$ cat config.mk
export PLATFORM = sky130hd
export DESIGN_NAME = kpn_adder_process
export DESIGN_NICKNAME = d
export VERILOG_FILES = /design/src/rtl/kpn_pkg.sv /design/src/rtl/kpn_adder_process.sv
export SDC_FILE = /design/constraint.sdc
export NUM_CORES = 1
export LEC_CHECK = 0
export BUFFER_PORTS_ARGS = -buffer_cell sky130_fd_sc_hd__buf_4
export CAP_MARGIN = 20
export CORE_MARGIN = 8
export CORE_UTILIZATION = 40
export CTS_CLUSTER_SIZE = 28
export DETAILED_ROUTE_END_ITERATION = 6
export GPL_ROUTABILITY_DRIVEN = 0
export PLACE_DENSITY = 0.7
export SYNTH_ARGS = -nofsm -noshare
export SYNTH_HDL_FRONTEND = slang
export SYNTH_SLANG_ARGS = --single-unit
$ cat constraint.sdc
create_clock -name clk -period 4.8 [get_ports clk]
set_input_delay 0.48 -clock clk [delete_from_list [all_inputs] [get_ports clk]]
set_output_delay 0.48 -clock clk [all_outputs]
set_load 0.01 [all_outputs]
$ cat src/rtl/kpn_pkg.sv
// Shared definitions for two-input KPN process nodes (adder, subtract, multiply).
package kpn_pkg;

  localparam int KPN_BITS_NUMBER = 16;

  typedef enum logic [1:0] {
    READ_A = 2'd0,
    READ_B = 2'd1,
    WRITE  = 2'd2
  } kpn_proc_state_t;

endpackage

$ cat src/rtl/kpn_adder_process.sv
// KPN adder node: pop A, then pop B, then push A+B; 3 cycles per token minimum, sum visible the cycle after the B pop.
// Blocking reads stall on empty_a/empty_b, blocking write stalls on full_out; nothing is dropped or duplicated.
module kpn_adder_process
  import kpn_pkg::*;
#(
  parameter int BITS_NUMBER = KPN_BITS_NUMBER,
  parameter int COUNT_BITS  = 16
) (
  input  logic                   clk,
  input  logic                   rst_n,
  input  logic                   empty_a,
  input  logic [BITS_NUMBER-1:0] data_a,
  output logic                   rd_a,
  input  logic                   empty_b,
  input  logic [BITS_NUMBER-1:0] data_b,
  output logic                   rd_b,
  input  logic                   full_out,
  output logic [BITS_NUMBER-1:0] data_out,
  output logic                   wr_out,
  output logic [COUNT_BITS-1:0]  token_count,
  output logic                   busy
);

  kpn_proc_state_t        state;
  logic [BITS_NUMBER-1:0] reg_a;
  logic [BITS_NUMBER-1:0] sum_reg;

  // Handshakes are gated by rst_n so no queue moves while reset is held.
  assign rd_a   = rst_n && (state == READ_A) && !empty_a;
  assign rd_b   = rst_n && (state == READ_B) && !empty_b;
  assign wr_out = rst_n && (state == WRITE)  && !full_out;

  assign data_out = sum_reg;
  assign busy     = (state != READ_A);

  always_ff @(posedge clk or negedge rst_n) begin
    if (!rst_n) begin
      state       <= READ_A;
      reg_a       <= '0;
      sum_reg     <= '0;
      token_count <= '0;
    end else begin
      case (state)
        READ_A: if (rd_a) begin
          reg_a <= data_a;
          state <= READ_B;
        end
        READ_B: if (rd_b) begin
          sum_reg <= reg_a + data_b;
          state   <= WRITE;
        end
        WRITE: if (wr_out) begin
          token_count <= token_count + 1'b1;
          state       <= READ_A;
        end
        default: state <= READ_A;
      endcase
    end
  end

endmodule
---- Word-level counts from Yosys, hierarchy flattened ----
Index checks and enable logic that the tools add are counted.
W data, S select, Z words.
word-level totals
  bits in registers ....................... 50
  bits in latches ......................... 0
  RAM bits ................................ 0
  memory bits (read-only) ................. 0
  output and inout bits ................... 36
  word-level logic and storage cells ...... 30
  memories ................................ 0
operators by class
  $add $sub $neg .......................... 2
  $mul .................................... 0
  div/mod/pow operators ................... 0
  order comparisons ....................... 0
  eq/ne operators ......................... 5
  shifts and indexed selects .............. 0
  muxes and demuxes ....................... 4
  bitwise gates (word level) .............. 0
  reduce and logical (&&, ||, !) cells .... 15
operators by type and width
  operator                 count
  $add A16 B1 Y16 const B  1
  $add A16 B16 Y16         1
  $logic_and A1 B1 Y1      6
  $mux W2                  3
  $ne A2 B2 Y1 const B     3
  $pmux W2 S3              1
  $reduce_and A2 Y1        3
  $logic_not A1 Y1         3
  $reduce_and A3 Y1        1
  $eq A2 B1 Y1 const B     1
  $eq A2 B2 Y1 const B     1
  $logic_not A2 Y1         1
  $reduce_bool A2 Y1       1

---- Longest topological paths before layout ----
Gate-level depths: netlist (run 1).
  depth in word-level cells ............... 5
  depth in mapped cells ................... 7
  mapped depth without buffers ............ 7

---- Worst setup path before layout (run 1) ----
OpenSTA, ideal clock, no wires.
  kind .................................... input to register
  from .................................... input port data_b[0]
  to ...................................... register sum_reg[10], in the netlist data_out[10]
  arrival ................................. 2.057 ns
  slack ................................... 2.618 ns
  stages .................................. 7
  buffers on the path ..................... 0
  cells stage by stage .................... ha_1 fa_1 a21oi_1 o21ai_0 a211oi_1 xnor2_1 mux2_2
between the ends
  cells in the longest elaborated chain, start to end .. 1
ends and longest elaborated chain
  item                  line                     RTL
  from (decl)           kpn_adder_process.sv:15  input logic [BITS_NUMBER-1:0] data_b,
  $add A16 B16 Y16      kpn_adder_process.sv:49  sum_reg <= reg_a + data_b;
  to (signal assigned)  kpn_adder_process.sv:49
  to (decl)             kpn_adder_process.sv:26  logic [BITS_NUMBER-1:0] sum_reg;
No other way between the ends.
A chain may end at the register's enable or synchronous reset.

---- Worst setup path in the final report (run 1) ----
  from .................................... input port rst_n
  to ...................................... output port rd_a
between the ends
  cells in the longest elaborated chain, start to end .. 2
ends and longest elaborated chain
  item                              line                     RTL
  from (decl)                       kpn_adder_process.sv:10  input logic rst_n,
  $logic_and A1 B1 Y1 (2 in a row)  kpn_adder_process.sv:29  assign rd_a = rst_n && (state == READ_A) && !empty_a;
  to (decl)                         kpn_adder_process.sv:13  output logic rd_a,
No other way between the ends.

==> results.md, run 1 <==
* Per-cell routed wire length at 15.6 um
* Worst Path Buf+Inv at 2
* Synth area leader: dfrtp_1
* Remaining DRCs at 0
* Synth warn at 0
* Global-route wire length before repair at between 10,000 and 15,000 um
* Horizontal die dimension at 99.4 um
* Fill cell count at 621
* Clock root buffer: clkbuf_8
* Clk buf depth at 2
* Path class of the lowest-slack min-delay path: in -> async
* Synthesis-to-finish area growth at 25.0%
* Synthesized cell area at 2780 sq um
* Drt first pass iters at 4
* IO Pins at 73
* CTS tree: done
* Clock latency at the later pin of the worst-skew pair at 0.30 ns
* Vias per Instance at 5.34
* Worst reg-to-reg path cell count at 7
* Wirelength, routed at about 6500 um
* Reg2Reg Launch Point: reg_a[0]
* Power after layout at 1.86 mW
* Total power divided by cell area at ~530 nW/um^2
* Maximum clock frequency at between 400 and 500 MHz
* Congestion Overflow GR at 0
* Remaining number of nets flagged by the antenna check after routing at 0
* Slowest cell on the critical path: nor3b_2
* Setup Total Neg Slack at 0 ns
* EDFF count, synth at 0
* Clock transition time at the flip-flop clock pins of the worst setup and hold paths at 0.09 ns
* Initial standard-cell utilization of the core at 41.2%
* Terminus of the critical flop-to-flop path: data_out[8]
* H-tree depth at 2
* Die outline area at 9880 sq um
* Critical path data required time at 4.32 ns
* Average instance area after synthesis at 10.5 sq um
* Number of buffers inserted during clock tree synthesis at 5
* Share of final-layout standard cells stronger than drive strength 1 at 32.8%
* Cell Rows at 30
* Clock sinks at 50
* Final Non-Filler Cells at 415
* Count of cell types in the netlist at 50
* Number of setup buffers added after CTS at 0
* Register cell area after layout at around 1300 sq um
* Met1 layer wirelength in the final routing at 2830 um
* Count of input and output buffers at 72
* Placeable core area at 6760 sq um
* Met2 Wirelength at 3190 um
* Post-placement cell area at 3380 sq um
* Number of buffers inserted by hold repair at cts at 0
* Total routing usage reported by global routing at 13.4%
* Resized Gates After CTS at 0
* Fraction of the core area covered by cells at the end of the flow at between 50 and 60%
* Startpoint-to-endpoint class of the critical path: in -> out
* Min Clock Period, post-route at 2.46 ns
* Startpoint type of the worst setup path: primary input
* Flops & latches, synth at 50
* Endpoint arrival time on the critical path at approximately 2.0 ns
* Share of synthesized area occupied by flip-flops and latches at approximately 45%
* Via count of the first global-routing pass at between 2k and 2.5k
* Largest net degree at the start of global routing at 57
* Die extent in y at approximately 99 um
* Crit path cell chain: buf_4 > nor3b_2 > buf_4
* LEAKAGE at about 1.7 nW
* Setup repair after global routing missed its margin: no
* Worst slew margin relative to its limit at 52.0%
* Family with the most delay on the worst path: buffers and inverters
* Final design instance area without fill at 3480 sq um
* Count of vias placed by the detailed router at ~2.2k
* Final worst-path cycle share at between 50 and 60%
* Area occupied by multi-input gates at 1430 sq um
* Met3 layer wire length in the routed design at 344 um
* Final slew viol count at 0
* R2r setup slk at 2.50 ns
* Maximum net fanout on the critical path at 56
* Synthesized instance count at 264
* Endpoint kind of the worst setup timing path: output pin
* Worst voltage drop across the vdd grid at 0.254 mV
* Async S/R FF share, synth at 100%
* Cell count after placement at 407
* Final antenna diode count at 0
* Worst-margin pin slew at just over 0.7 ns
* Syn Nets at 318
* Highest metal layer used by the detailed router: met4
* Number of hold violations in the final report at 0
* Share of the synthesized area in the top cell type at 45.0%
* Number of antenna violations at the first check in global routing at 0
* Most prevalent standard cell on the critical path: buf_4
* Final net count at 388
* Detailed Route Iter0 Violations at 140
* Fin Clk Skew at 0.00999 ns
* Slowest Stage Delay on Critical Path at 0.69 ns
* Final setup violation count at 0
* Max-Cap Viols at 0
* Outcome: complete, no violations
* Most used DFF post-synth: dfrtp_1
* Area contributors post-synth: dfrtp_1, mux2_2, ha_1
* Total half-perimeter wirelength after legalization and detailed placement at a little over 5000 um
-- where the power goes --
part           internal [mW]  switching (mW)
combinational          0.439           0.486
clock                  0.119           0.142
sequential             0.568           0.106
total                   1.13           0.734
-- kinds of logic (layout without fill, tap and decap cells) --
logic type	after synthesis	in the layout	share of synthesized area [%]
simple gates	80	80	15.4
compound gates	54	54	13.4
buf+inv	21	92	3.46
fa+ha+maj	17	17	7.92
xor+xnor	24	24	7.56
flops	50	50	45.0
mux	18	18	7.29
-- routing by layer --
layer  vias to the layer above  GRT usage (%)
met5                         -              0
met3                         8           3.28
li1                       1099              -
met4                         0           5.36
met2                        50           22.7
met1                      1059           16.0
-- layout by cell type (no fill, tap or decap), types with 2 or more instances in the layout --
cell type / count
or2_2: 2
a31oi_1: 3
xor2_1: 9
o21ai_0: 9
a21oi_1: 14
a221oi_1: 2
o311ai_0: 2
nor3_1: 3
mux2_2: 18
nand2_1: 28
nand4_1: 7
o21a_1: 2
a21o_1: 4
and3_1: 4
nor2_2: 2
inv_1: 9
clkbuf_8: 6
o2111ai_1: 3
o31ai_1: 3
a211oi_1: 2
ha_1: 16
nand3_1: 8
a311oi_1: 2
dfrtp_1: 50
nor2_1: 13
buf_4: 74
xnor2_1: 15
and4_1: 2
nand3b_1: 2
-- how the worst max path moves through the flow --
stage          startpoint      endpoint  slack, ns  depth (start not counted)
2_1_floorplan   data_b[0]  data_out[10]       2.62                          7
3_3_place_gp        rst_n     reg_a[11]       2.30                          4
3_5_place_dp        rst_n     reg_a[12]       2.23                          4
4_1_cts             rst_n          rd_a       2.29                          3
5_1_grt             rst_n          rd_a       2.13                          3
6_report            rst_n          rd_a       2.34                          3
-- per-stage QoR --
stage               hold WS (ns)  worst slack [ns]
floorplan                  0.184              2.62
global placement           0.469              2.30
detailed placement         0.481              2.23
CTS                        0.229              2.29
global route               0.250              2.13
finish                     0.200              2.34
-- area by class of cell --
class | instances | area share, %
Clock buffer | 6 | 2.37
Clock inverter | 2 | 0.468
Inverter | 10 | 1.08
Multi-Input combinational cell | 193 | 41.2
Sequential cell | 50 | 36.0
Tap cell | 80 | 2.88
Timing Repair Buffer | 74 | 16.0
-- cells in the mapped netlist, types with 2 or more instances --
cell type,number
o21ai_0,9
mux2_2,18
buf_2,2
nand4_1,7
xnor2_1,15
and4_1,2
nor2_2,2
ha_1,16
a221oi_1,2
a31oi_1,3
o21a_1,2
a311oi_1,2
dfrtp_1,50
o31ai_1,3
a211oi_1,2
a21o_1,4
nand3_1,8
nor2_1,13
nand2_1,28
o2111ai_1,3
nor3_1,3
and3_1,4
xor2_1,9
or2_2,2
clkbuf_1,6
nand3b_1,2
buf_6,2
a21oi_1,14
o311ai_0,2
inv_1,9
-- state kept, by name (all words and copies together) (netlist names) --
register,cells
reg_a,16
state,2
data_out,16
token_count,16
Power figures use the tool's default switching activity.
==> run 2: changes to the inputs <==
==> constraint.sdc (replaced) <==
create_clock -name clk -period 2.49 [get_ports clk]
set_input_delay 0.249 -clock clk [delete_from_list [all_inputs] [get_ports clk]]
set_output_delay 0.249 -clock clk [all_outputs]
set_load 0.01 [all_outputs]
==> run 2 against run 1 <==
  * Global-route usage about the same
  * Largest cell class unchanged
  * Worst setup slack worse by 2.1 ns
  * Hold slack lost 0.031 ns
  * Core utilization increased by 0.81 points
  * Largest power group unchanged
  * Final cell count up 0.96%
  * Sequential share of layout area is 0.56 points lower
  * Critical path type is now reg -> reg
==> results.md, run 2 (synthesis results as in run 1) <==
* Outcome: complete, no violations
* Number of setup buffers added after CTS at 0 (unchanged)
* Horizontal die dimension at 99.4 um (unchanged)
* Startpoint-to-endpoint class of the critical path: reg -> reg
* Worst slew margin relative to its limit at 55.8% (+3.8 points)
* Die outline area at 9880 sq um (unchanged)
* Path class of the lowest-slack min-delay path: in -> reg
* Setup Total Neg Slack at 0 ns (unchanged)
* Clk pwr share at 16.7% (+2.7 points)
* Total routing usage reported by global routing at 13.4% (-0.021 points)
* Via count of the first global-routing pass at 2,322 (+0.96%)
* Clock root buffer: clkbuf_8
* Drt first pass iters at 4 (unchanged)
* Setup repair after global routing missed its margin: no
* Startpoint type of the worst setup path: register
* Endpoint kind of the worst setup timing path: register
* Number of buffers inserted by hold repair at cts at 1 (+1)
* Final setup violation count at 0 (unchanged)
* H-tree depth at 2 (unchanged)
* Number of hold violations in the final report at 0 (unchanged)
* Post-placement cell area at 3400 sq um (+0.67%)
* Min Clock Period, post-route at roughly 2.3 ns
* CTS tree: done
* Logic gate share of total power at 48.3% (-1.4 points)
* Resized Gates After CTS at 0 (unchanged)
* Critical path data required time at 2.69 ns (-1.63 ns)
* Crit path cell chain: ha_1 > fa_1 > a21oi_1 > o21ai_0 > a211oi_1 > xnor2_1 > mux2_2
* Clock transition time at the flip-flop clock pins of the worst setup and hold paths at 0.10 ns (about the same)
* Switching Fraction at 38.1% (-1.4 points)
* Total half-perimeter wirelength after legalization and detailed placement at 5090 um (+0.14%)
* Cell internal pwr at 2.28 mW (+100%)
* Per-cell routed wire length at 15.4 um (-1.3%)
* Worst slack on hold paths at 0.169 ns (-0.0315 ns)
* Final net count at 392 (+1.0%)
* Remaining number of nets flagged by the antenna check after routing at 0 (unchanged)
* Number of buffers inserted during clock tree synthesis at 5 (unchanged)
* Final worst-path cycle share at 92.1%
* Initial standard-cell utilization of the core at 41.2% (unchanged)
* Wirelength, routed at 6470 um (-0.39%)
* Fill cell count at 628 (+1.1%)
* Final Non-Filler Cells at 419 (+0.96%)
* Detailed Route Iter0 Violations at 124 (-11%)
* Fin Clk Skew at 0.0134 ns (+0.00342 ns)
* Share of final-layout standard cells stronger than drive strength 1 at 33.3% (+0.50 points)
* Count of input and output buffers at 72 (unchanged)
* Clk buf depth at 2 (unchanged)
* Die extent in y at 99.4 um (unchanged)
* Total power divided by cell area at 1040 nW/um^2 (+95%)
* Maximum net fanout on the critical path at 5 (-91%)
* Largest net degree at the start of global routing at 30 (-47%)
* Clock latency at the later pin of the worst-skew pair at 0.30 ns (about the same)
* Clock sinks at 50 (unchanged)
* Maximum clock frequency at 436 MHz
* Cell count after placement at 410 (+0.74%)
* Net switching power of the design at 1.40 mW (+91%)
* Most common library cell in the layout ignoring fill and taps: buf_4
* Count of vias placed by the detailed router at 2,249 (+1.5%)
* Worst voltage drop across the vdd grid at 0.522 mV (+110%)
* Fraction of the core area covered by cells at the end of the flow at 52.3% (+0.81 points)
* LEAKAGE at 1.70 nW (+2.0%)
* Congestion Overflow GR at 0 (unchanged)
* Slowest Stage Delay on Critical Path at 0.41 ns (-0.28 ns)
* Placeable core area at 6760 sq um (unchanged)
* Sequential power share at 35.0% (-1.3 points)
* Synthesis-to-finish area growth at 27.0%
* Slowest cell on the critical path: fa_1
* Worst Path Buf+Inv at 0 (-2)
* Cell Rows at 30 (unchanged)
* Endpoint arrival time on the critical path at 2.49 ns (+0.51 ns)
* Family with the most delay on the worst path: compound AO/OA/AOI/OAI gates
* Max-Cap Viols at 0 (unchanged)
* Vias per Instance at 5.37 (+0.52%)
* Worst-margin pin slew at 0.656 ns (-0.0609 ns)
* Global-route wire length before repair at 10,900 um (+0.38%)
* Power after layout at 3.68 mW (+98%)
* Final design instance area without fill at 3530 sq um (+1.6%)
* Most frequent cells in the layout: buf_4, dfrtp_1, nand2_1, mux2_2, ha_1
* Remaining DRCs at 0 (unchanged)
* Final slew viol count at 0 (unchanged)
* Number of antenna violations at the first check in global routing at 0 (unchanged)
* Final Worst Setup Slack at 0.197 ns (-2.15 ns)
* IO Pins at 73 (unchanged)
* Final antenna diode count at 0 (unchanged)
* Pre-CTS setup slack at 0.213 ns (-2.01 ns)
-- run 2: power groups by stage --
stage               Clock [mW]  Combinational [mW]  Sequential, mW
floorplan                    0                1.16            1.33
global placement             0                1.77            1.29
CTS                      0.630                1.79            1.29
detailed placement           0                1.78            1.31
finish                   0.615                1.78            1.29
global route             0.656                1.99            1.33
-- run 2: path summary, 6_finish.rpt --
kind,end,slack (ns),cells after the start,from
worst max-delay path,data_out[10],0.20,7,reg_a[0]
worst max register to register,data_out[10],0.20,7,reg_a[0]
max in group asynchronous,reg_a[14],1.25,4,rst_n
worst min-delay path,reg_a[2],0.17,2,data_a[2]
worst min register to register,token_count[15],0.48,1,token_count[15]
min in group asynchronous,reg_a[1],0.55,3,rst_n
-- run 2: per-layer routing --
metal	up-vias	GRT usage, %	share of wire (%)
li1	1102	-	-
met1	1091	16.5	45
met2	52	22.7	50
met3	4	3.07	4.3
met4	0	4.07	1.1
met5	-	0	0
-- run 2: layout make-up --
| type | count | area (sq um) | area share [%] |
|---|---|---|---|
| clock inverter | 2 | 38.8 | 1.10 |
| clock buffer | 6 | 82.6 | 2.34 |
| timing repair buffer | 78 | 588 | 16.6 |
| inverter | 10 | 37.5 | 1.06 |
| multi-input combinational | 193 | 1430 | 40.6 |
| sequential | 50 | 1250 | 35.4 |
| tap | 80 | 100 | 2.83 |
